`src/rtl/program_fetch_unit_if.sv`:
```
// Fetch-stage bus bundle: ROM address/opcode plus the decode valid/ready handshake.
// master = fetch unit side, slave = ROM/decode side.
interface program_fetch_unit_if #(
    parameter int unsigned ADDR_WIDTH = 8
);
    logic [ADDR_WIDTH-1:0] addressOut;
    logic [3:0]            instrIn;
    logic [3:0]            instrOut;
    logic                  instrValid;
    logic                  instrReady;
    logic                  skipIn;

    modport master (
        output addressOut, instrOut, instrValid,
        input  instrIn, instrReady, skipIn
    );

    modport slave (
        input  addressOut, instrOut, instrValid,
        output instrIn, instrReady, skipIn
    );
endinterface

```
`src/rtl/program_fetch_unit.sv`:
```
// Instruction fetch: owns the PC, captures ROM opcodes, hands them to decode.
// Optional FETCH_LOOP_EN: wrap the PC to 0 at END_ADDR and count wraps instead of halting.
module program_fetch_unit #(
    parameter int unsigned ADDR_WIDTH = 8,
    parameter int unsigned END_ADDR   = 255,
    parameter logic [3:0]  NOP_OPCODE = 4'b0111
) (
    input  logic                clk,
    input  logic                reset,
    input  logic                runIn,
    input  logic                stepIn,
    program_fetch_unit_if.master bus,
    output logic                haltedOut,
    output logic [7:0]          loopCountOut
);

    if (64'(END_ADDR) >= (64'd1 << ADDR_WIDTH)) begin : g_bad_end_addr
        $error("program_fetch_unit: END_ADDR does not fit in ADDR_WIDTH bits");
    end

    localparam logic [ADDR_WIDTH-1:0] END_PC = ADDR_WIDTH'(END_ADDR);

    typedef enum logic [1:0] {IDLE, FETCH, HOLD, HALT} state_t;

    state_t                state, state_d;
    logic [ADDR_WIDTH-1:0] pc, pc_d, pc_inc;
    logic [3:0]            instr, instr_d;
    logic                  valid, valid_d;
    logic                  accept, at_end;

    assign pc_inc = pc + ADDR_WIDTH'(1);
    assign accept = valid && bus.instrReady;
    // A skip from END_ADDR-1 would step over the end address, so it halts too.
    assign at_end = (pc == END_PC) || (bus.skipIn && (pc_inc == END_PC));

`ifdef FETCH_LOOP_EN
    logic [7:0] loop_cnt, loop_d;
`endif

    always_comb begin
        state_d = state;
        pc_d    = pc;
        instr_d = instr;
        valid_d = valid;
`ifdef FETCH_LOOP_EN
        loop_d  = loop_cnt;
`endif
        case (state)
            IDLE: if (runIn || stepIn) state_d = FETCH;
            FETCH: begin
                instr_d = bus.instrIn;
                valid_d = 1'b1;
                state_d = HOLD;
            end
            HOLD: if (accept) begin
                valid_d = 1'b0;
                instr_d = NOP_OPCODE;
                if (at_end) begin
`ifdef FETCH_LOOP_EN
                    pc_d    = '0;
                    if (loop_cnt != 8'hFF) loop_d = loop_cnt + 8'd1;
                    state_d = runIn ? FETCH : IDLE;
`else
                    state_d = HALT;
`endif
                end else begin
                    pc_d    = pc_inc + ADDR_WIDTH'(bus.skipIn);
                    state_d = runIn ? FETCH : IDLE;
                end
            end
            HALT: state_d = HALT;
            default: state_d = IDLE;
        endcase
    end

    always_ff @(posedge clk) begin
        if (reset) begin
            state <= IDLE;
            pc    <= '0;
            instr <= NOP_OPCODE;
            valid <= 1'b0;
`ifdef FETCH_LOOP_EN
            loop_cnt <= '0;
`endif
        end else begin
            state <= state_d;
            pc    <= pc_d;
            instr <= instr_d;
            valid <= valid_d;
`ifdef FETCH_LOOP_EN
            loop_cnt <= loop_d;
`endif
        end
    end

    assign bus.addressOut = pc;
    assign bus.instrOut   = instr;
    assign bus.instrValid = valid;
    assign haltedOut      = (state == HALT);
`ifdef FETCH_LOOP_EN
    assign loopCountOut   = loop_cnt;
`else
    assign loopCountOut   = 8'd0;
`endif

endmodule
```
`src/flat_wrapper.sv`:
```
// flat-port wrapper written by rule: the top's interface ports become plain ports
module program_fetch_unit_flat 
#(
    parameter int unsigned ADDR_WIDTH = 8,
    parameter int unsigned END_ADDR   = 255,
    parameter logic [3:0]  NOP_OPCODE = 4'b0111
)
  (clk, reset, runIn, stepIn, haltedOut, loopCountOut, bus_addressOut, bus_instrOut, bus_instrValid, bus_instrIn, bus_instrReady, bus_skipIn);
  program_fetch_unit_if #(.ADDR_WIDTH(ADDR_WIDTH)) bus_i ();
  input  logic clk;
  input  logic reset;
  input  logic runIn;
  input  logic stepIn;
  output logic haltedOut;
  output logic [7:0] loopCountOut;
  output wire logic [$bits(bus_i.addressOut)-1:0] bus_addressOut;
  output wire logic [$bits(bus_i.instrOut)-1:0] bus_instrOut;
  output wire logic [$bits(bus_i.instrValid)-1:0] bus_instrValid;
  input wire logic [$bits(bus_i.instrIn)-1:0] bus_instrIn;
  input wire logic [$bits(bus_i.instrReady)-1:0] bus_instrReady;
  input wire logic [$bits(bus_i.skipIn)-1:0] bus_skipIn;
  assign bus_addressOut = bus_i.addressOut;
  assign bus_instrOut = bus_i.instrOut;
  assign bus_instrValid = bus_i.instrValid;
  assign bus_i.instrIn = bus_instrIn;
  assign bus_i.instrReady = bus_instrReady;
  assign bus_i.skipIn = bus_skipIn;
  program_fetch_unit #(.ADDR_WIDTH(ADDR_WIDTH), .END_ADDR(END_ADDR), .NOP_OPCODE(NOP_OPCODE)) u_core (.clk(clk), .reset(reset), .runIn(runIn), .stepIn(stepIn), .bus(bus_i), .haltedOut(haltedOut), .loopCountOut(loopCountOut));
endmodule
```
`config.mk`:
```
export PLATFORM = sky130hd
export DESIGN_NAME = program_fetch_unit_flat
export DESIGN_NICKNAME = d
export VERILOG_FILES = /design/src/rtl/program_fetch_unit_if.sv /design/src/rtl/program_fetch_unit.sv /design/src/flat_wrapper.sv
export SDC_FILE = /design/constraint.sdc
export NUM_CORES = 1
export LEC_CHECK = 0
export CAP_MARGIN = 0
export CORE_MARGIN = 4
export CORE_UTILIZATION = 42
export CTS_BUF_LIST = sky130_fd_sc_hd__clkbuf_8
export DETAILED_ROUTE_END_ITERATION = 16
export PLACE_DENSITY = 0.69
export SYNTH_ARGS = -nofsm -noshare
export SYNTH_HDL_FRONTEND = slang
export SYNTH_SLANG_ARGS = --single-unit
```
`constraint.sdc`:
```
create_clock -name clk -period 3.6 [get_ports clk]
set_input_delay 0.72 -clock clk [delete_from_list [all_inputs] [get_ports clk]]
set_output_delay 0.72 -clock clk [all_outputs]
set_load 0.01 [all_outputs]
```
Yosys cells after proc, flatten, opt, wreduce, memory -nomap -nowiden
Cells that the tools add are included.
{ "word_totals": {"output_inout_bits": 22, "in_bits": 10, "register_bits": 15, "elab_cells": 32} }
{ "classes": {"n_mux": 9, "eq_ne": 7, "n_addsub": 2, "bitwise": 1, "n_reduce_logical": 9} }
{ "ops": {"columns": ["op", "count"], "rows": [
  ["equality test 8 bit, second input constant", 2],
  ["adder 8 x 1 -> 8 bit", 1],
  ["adder 8 x 1 -> 8 bit, second input constant", 1],
  ["one-hot mux 2 bit (4 select lines)", 1],
  ["one-hot mux 4 bit (2 select lines)", 1],
  ["two-way mux 2 bit", 3],
  ["equality test 2 bit, second input constant", 2],
  ["two-way mux 4 bit", 1],
  ["!= test 2 x 1 -> 1 bit, second input constant", 2],
  ["AND reduction 2 bit", 2],
  ["AND reduction 3 bit", 1],
  ["equality test 2 x 1 -> 1 bit, second input constant", 1],
  ["logical AND 1 bit", 2],
  ["logical NOT 2 bit", 1],
  ["logical OR 1 bit", 2],
  ["two-way mux 1 bit", 2],
  ["one-hot mux 1 bit (2 select lines)", 1],
  ["nonzero test 2 bit", 1],
  ["NOT 1 bit", 1]
]} }

Depth between registers and ports, before layout
Gate-level depths: netlist of the first run.
{ "depth": {"word_depth": 7, "ltp_mapped": 9, "depth_no_buf": 8} }

Worst setup path before layout of the first run
Ideal clock, no wire load.
{ "synth_path": {"path_type": "register to register", "startpoint": "reg u_core.pc[1] (netlist: u_core.bus.addressOut[1])", "endpoint": "reg u_core.pc[5] (netlist: u_core.bus.addressOut[5])", "path_stages_with_launch": 9, "setup_time_ns": 0.121, "arrival_time_ns": 1.976, "period_less_slack_ns": 2.098, "n_path_buf": 1, "required_ns": 3.479, "path_slack_ns": 1.502, "cell_sequence": "dfxtp_1 -> ha_1 -> buf_2 -> a21boi_0 -> o221ai_2 -> a32oi_4 -> a21oi_4 -> o21ai_2 -> mux2_4"} }
{ "synth_via": {"elab_chain_len": 6, "elab_cells_between_ends": 8, "cone_classes": "add/sub: 2; eq/ne: 2; bitwise: 1; reduce/logical: 3"} }
{ "synth_lines": {"columns": ["item", "line", "source"], "rows": [
  ["start: declaration", "program_fetch_unit.sv:26", "logic [ADDR_WIDTH-1:0] pc, pc_d, pc_inc;"],
  ["start signal: assignment", "program_fetch_unit.sv:87", "pc <= pc_d;"],
  ["parallel branches: the longest is 6 deep, another holds adder 8 x 1 -> 8 bit", null, null]
]} }
Several ways; the timed one is not identified.
A chain may end at the register's enable or synchronous reset.

Worst setup path after layout of the first run
Ends and elaborated chain as after synthesis.

==> flow_summary.ini, run 1 <==
[worst_setup_path]
worstPathArrival_ns = 2.57
crit_family = compound AO/OA/AOI/OAI gates
critPathMaxFanout = 10
path_class = reg2reg
cp_num_buf_inv = 0
cp_data_required_time_ns = 3.73
cp-start-kind = flip-flop
crit_path_cell_trace = ha_1 > a21boi_0 > o221ai_2 > a32oi_4 > a21oi_4 > o21ai_2 > mux2_4
max_stage_delay_ns = 0.54
worst_path_max_delay_cell = dfxtp_1
end_kind = flip-flop

[drt]
postRouteAntennaNets = 0
vias_per_cell = 5.25
drc = 0
wl_mm = 2.33
vias = 971
drtIter0Drc = 50
drt_pass1_iterations = 4
avgRoutedWirePerCell_um = 12.6

[floorplanning]
dieArea_mm2 = 0.00370
num_rows = 18
die_y_um = 60.8
ios = 32
core_mm2 = 0.00257
start_util = 0.456
fp.dieW_um = 60.8

[power]
seqPwrFrac = 0.480
p_int_uw = 291
p_clk_frac = 0.332
power_switching_uw = 99.2
p_comb_frac = 0.188
ir_drop_mv = 0.208
cellLeakagePower_nw = 0.511
power_density_mw_per_mm2 = 279
sw_frac_of_total = 0.254

[global_routing]
grt_pass1_wl_mm = 3.99
grt_max_degree = 20
grt_pass1_vias = 913
gr-total-overflow = 0
antenna_found_initial = 0
track_usage = 0.142

[timing]
clock_skew_ns = 0.00210
setup_tns_ns = 0
hold_viol = 0
finalCritPeriodShare = 0.677
setup_viol = 0
rsz0062_at_grt = no
slew_headroom = 0.610
worstMarginPinSlew_ns = 0.583
fmax_ghz = 0.410
final_max_slew_viol_count = 0
worst_hold_slack_ns = 0.514
fin_crit_ns = 2.44

[placed_design]
portBuffers = 23
routabilityCongestion = 0.852
dpl_cell_area_mm2 = 0.00136
hpwl_mm = 1.80

[cells_and_area]
area_growth_pct = 19.6
utilization = 0.545
stdcell_area_mm2 = 0.00140
final_nets = 170
diodes = 0
drive_gt1_frac = 0.103
fillers = 249

[clock_tree]
cts_tree = done
cts_sinks = 15
clk_latency_ns = 0.24
htree_levels = 1
cts_resized = 0
clk_pin_slew_worst_paths_ns = 0.06
clockBufferDepth = 2
hold_buffers = 0
cts_buffers = 3
cts-root-buf = clkbuf_8
post_cts_buffers = 0

[synthesis]
synthCells = 137
synth_commonest_cells = nor2_1, dfxtp_1, buf_4, nand2_1, a21oi_1
synth_edf_count = 0
yosysTopAreaCellShare = 0.256
ys_top_cells_by_area = dfxtp_1, buf_4, nor2_1
yosys.area.top_type = dfxtp_1
yosysWarnings = 0
synth-seq-area-share = 0.256
synth-seq-cells = 15
synthDistinctLibCells = 48
syn-cell-area_mm2 = 0.00117
yosysMostFrequentCell = nor2_1
avgSynthCellArea_um2 = 8.55
async_flop_share = 0
ys.flop_type = dfxtp_1

[run_status]
outcome = finished, final reports clean

[run]
max-cap-violations = 0

[min_path]
worstHoldPathType = reg2reg
## kinds of logic after synthesis
group / after synthesis / share of synthesized area
AOI/OAI and AO/OA: 33 / 0.251
other: 1 / 0.00320
muxes: 3 / 0.0299
xor gates and xnor gates: 7 / 0.0524
and+or+nand+nor: 54 / 0.257
DFF: 15 / 0.256
adders and majority gates: 4 / 0.0427
buffers and inverters: 20 / 0.107
## metrics by stage
step | total power [mW] | std cells | worst slack (ns)
after floorplan | 0.238 | 144 | 1.50
after detailed placement | 0.265 | 181 | 1.04
final | 0.390 | 185 | 1.16
after global placement | 0.264 | 181 | 1.09
after global routing | 0.416 | 185 | 0.946
after CTS | 0.396 | 185 | 1.17
## power by group through the flow
stage | logic (mW) | registers [mW] | clock network, mW
after floorplan | 0.0459 | 0.192 | 0
after global placement | 0.0730 | 0.191 | 0
after detailed placement | 0.0737 | 0.191 | 0
after CTS | 0.0743 | 0.187 | 0.135
after global routing | 0.0829 | 0.189 | 0.144
final | 0.0736 | 0.187 | 0.129
## area by class of cell
cell class | instances | area, um^2 | area share
clock buffers | 3 | 41.3 | 0.0295
clock inverters | 1 | 3.75 | 0.00268
inverters | 4 | 15.0 | 0.0107
multi-input cells | 109 | 772 | 0.551
flip-flops and latches | 15 | 300 | 0.214
well taps | 30 | 37.5 | 0.0268
repair buffers | 23 | 230 | 0.164
## registers in the layout, summed over array words and instances, names as in the netlist
register / cells
u_core.bus.instrValid: 1
u_core.bus.addressOut: 8
u_core.bus.instrOut: 4
u_core.state: 2
## per-layer routing
| layer | wire length (um) | global-route usage | share of wire | vias up |
|---|---|---|---|---|
| met3 | 96 | 0.0255 | 0.041 | 2 |
| met2 | 1080 | 0.227 | 0.46 | 22 |
| met5 | 0 | 0 | 0 | - |
| met4 | 19 | 0.0557 | 0.0081 | 0 |
| li1 | - | - | - | 505 |
| met1 | 1130 | 0.190 | 0.49 | 442 |
## cell usage in the layout, fill, tap and decap left out, types with 4 or more instances in the layout
cell type,synthesis,layout
clkdlybuf4s50_1,0,23
nor2_1,16,16
dfxtp_1,15,15
nand2_1,8,8
conb_1,1,8
a21oi_1,7,7
inv_1,4,5
nand3_1,5,5
nand2b_1,5,5
o21bai_1,4,4
xnor2_1,4,4
ha_1,4,4
## worst reg2reg max path, delay by kind of cell (launching register included)
kind,cells,cell delay [ns]
DFF,1,0.54
muxes,1,0.30
AOI/OAI and AO/OA,5,1.05
adders and majority gates,1,0.45
## worst paths after layout
check,slack [ns],to,from,depth (start not counted)
worst max-delay path,1.16,u_core.bus.addressOut[5]$_SDFFE_PP0P_,u_core.bus.addressOut[1]$_SDFFE_PP0P_,7
worst min-delay path,0.51,u_core.bus.instrOut[1]$_SDFFE_PP1P_,u_core.bus.instrOut[1]$_SDFFE_PP1P_,2
worst max register to register,1.16,u_core.bus.addressOut[5]$_SDFFE_PP0P_,u_core.bus.addressOut[1]$_SDFFE_PP0P_,7
worst min register to register,0.51,u_core.bus.instrOut[1]$_SDFFE_PP1P_,u_core.bus.instrOut[1]$_SDFFE_PP1P_,2
No activity file was read; power rests on OpenSTA's default activity.
==> run 2, diff against run 1 <==
Clock period 3.6 ns to 2.35 ns, I/O delays scaled along.
==> run 2 against run 1 <==
Effect of this change: sequential share of layout area down 0.78 points; clock skew up 0.0018 ns; hold slack better by 0.0077 ns; cell count up 3.8%; first-iteration DRC count down 50%; non-clock buffer count up 7; combinational power up 60%; via count up 7.7%; clock power up 57%; largest power group unchanged.
==> flow_summary.ini, run 2 (synthesis results as in run 1) <==
[run_status]
outcome = finished, final reports clean

[timing]
setup_viol = 0
rsz0062_at_grt = no
fmax_ghz = 0.469
finalCritPeriodShare = 0.906
fin_crit_ns = 2.13
setup_tns_ns = 0
worstMarginPinSlew_ns = 0.609
final_max_slew_viol_count = 0
worst_hold_slack_ns = 0.522
clock_skew_ns = 0.00395
hold_viol = 0
slew_headroom = 0.593

[clock_tree]
htree_levels = 1
hold_buffers = 0
cts_sinks = 15
cts-root-buf = clkbuf_8
cts_resized = 0
clk_latency_ns = 0.24
post_cts_buffers = 0
cts_tree = done
cts_buffers = 3
clockBufferDepth = 2
clk_pin_slew_worst_paths_ns = 0.06

[floorplanning]
fp.dieW_um = 60.8
dieArea_mm2 = 0.00370
die_y_um = 60.8
ios = 32
core_mm2 = 0.00257
start_util = 0.456
num_rows = 18

[worst_setup_path]
crit_family = compound AO/OA/AOI/OAI gates
critPathMaxFanout = 10
rr_worst_depth = 8
critPathCapture = u_core.bus.addressOut[6]$_SDFFE_PP0P_
reg2reg_from = u_core.bus.addressOut[0]$_SDFFE_PP0P_
crit_start = u_core.bus.addressOut[0]$_SDFFE_PP0P_
max_stage_delay_ns = 0.41
worst_path_max_delay_cell = ha_1
end_kind = flip-flop
path_class = reg2reg
cp_num_cells = 8
cp_num_buf_inv = 1
reg2reg_to = u_core.bus.addressOut[6]$_SDFFE_PP0P_
r2r_slack_ns = 0.22
cp-start-kind = flip-flop
cp_data_required_time_ns = 2.48
crit_path_cell_trace = ha_1 > a21boi_0 > o221ai_2 > a32oi_4 > a21oi_4 > buf_4 > a21oi_1 > a31o_1
worstPathArrival_ns = 2.26

[power]
ir_drop_mv = 0.339
cellLeakagePower_nw = 0.549
power_density_mw_per_mm2 = 417

[cells_and_area]
register_area_um2 = 300
drive_gt1_frac = 0.142
final_common_cell = clkdlybuf4s50_1
area_growth_pct = 24.0
fillers = 253
utilization = 0.566
largest_reg_flops = 8
multiInputGateArea_um2 = 772
diodes = 0
final_nets = 177
final_cell_mix = clkdlybuf4s50_1, nor2_1, dfxtp_1
final_cells = 192

[global_routing]
gr-total-overflow = 0
grt_pass1_wl_mm = 4.69
track_usage = 0.166
antenna_found_initial = 0
grt_max_degree = 20
grt_pass1_vias = 1047

[placed_design]
dp.cells = 188
routabilityCongestion = 0.811
portBuffers = 23
hpwl_mm = 2.10

[drt]
drtIter0Drc = 25
drt_pass1_iterations = 4
avgRoutedWirePerCell_um = 13.9
drc = 0
vias = 1046
postRouteAntennaNets = 0
vias_per_cell = 5.45
wl_mm = 2.66

[min_path]
worstHoldPathType = reg2reg

[run]
max-cap-violations = 0
==> run 2: per-layer routing <==
metal,part of all wire,routed length (um),track usage
met5,0,0,0
met4,0.015,41,0.0650
met3,0.029,78,0.0277
met2,0.50,1330,0.281
met1,0.46,1220,0.209
==> run 2: where the power goes <==
| group | switching, mW | internal [mW] |
|---|---|---|
| Sequential | 0.0151 | 0.271 |
| Clock | 0.0862 | 0.115 |
| Combinational | 0.0569 | 0.0606 |
| Total | 0.158 | 0.447 |
==> run 2: area by class of cell <==
| class | instances | share of cell area |
|---|---|---|
| Clock inverter | 1 | 0.00258 |
| Multi-Input combinational cell | 109 | 0.531 |
| Clock buffer | 3 | 0.0284 |
| Sequential cell | 15 | 0.207 |
| Timing Repair Buffer | 30 | 0.195 |
| Inverter | 4 | 0.0103 |
| Tap cell | 30 | 0.0258 |
==> run 2: per-stage QoR <==
step / setup WS [ns] / total power, mW / cell area (um^2)
finish: 0.220 / 0.606 / 1450
global route: 0.0446 / 0.642 / 1450
CTS: 0.241 / 0.612 / 1450
detailed placement: 0.0614 / 0.410 / 1410
global placement: 0.107 / 0.405 / 1410
floorplan: 0.252 / 0.364 / 1200
==> run 2: worst min path at each step <==
stage	cells past startpoint	slack, ns	startpoint	endpoint
2_1_floorplan	2	0.48	u_core.state[0]$_SDFFE_PP0P_	u_core.state[1]$_SDFFE_PP0P_
3_3_place_gp	2	0.49	u_core.bus.instrOut[0]$_SDFFE_PP1P_	u_core.bus.instrOut[0]$_SDFFE_PP1P_
3_5_place_dp	2	0.51	u_core.bus.instrOut[0]$_SDFFE_PP1P_	u_core.bus.instrOut[0]$_SDFFE_PP1P_
4_1_cts	2	0.53	u_core.bus.instrOut[1]$_SDFFE_PP1P_	u_core.bus.instrOut[1]$_SDFFE_PP1P_
5_1_grt	2	0.55	u_core.bus.instrOut[1]$_SDFFE_PP1P_	u_core.bus.instrOut[1]$_SDFFE_PP1P_
6_report	2	0.52	u_core.bus.instrOut[1]$_SDFFE_PP1P_	u_core.bus.instrOut[1]$_SDFFE_PP1P_
==> run 2: worst register-to-register path, stage by stage (launching register included) <==
cell	delay (ns)
dfxtp_1	0.33
ha_1	0.41
a21boi_0	0.19
o221ai_2	0.27
a32oi_4	0.12
a21oi_4	0.26
buf_4	0.18
a21oi_1	0.06
a31o_1	0.19
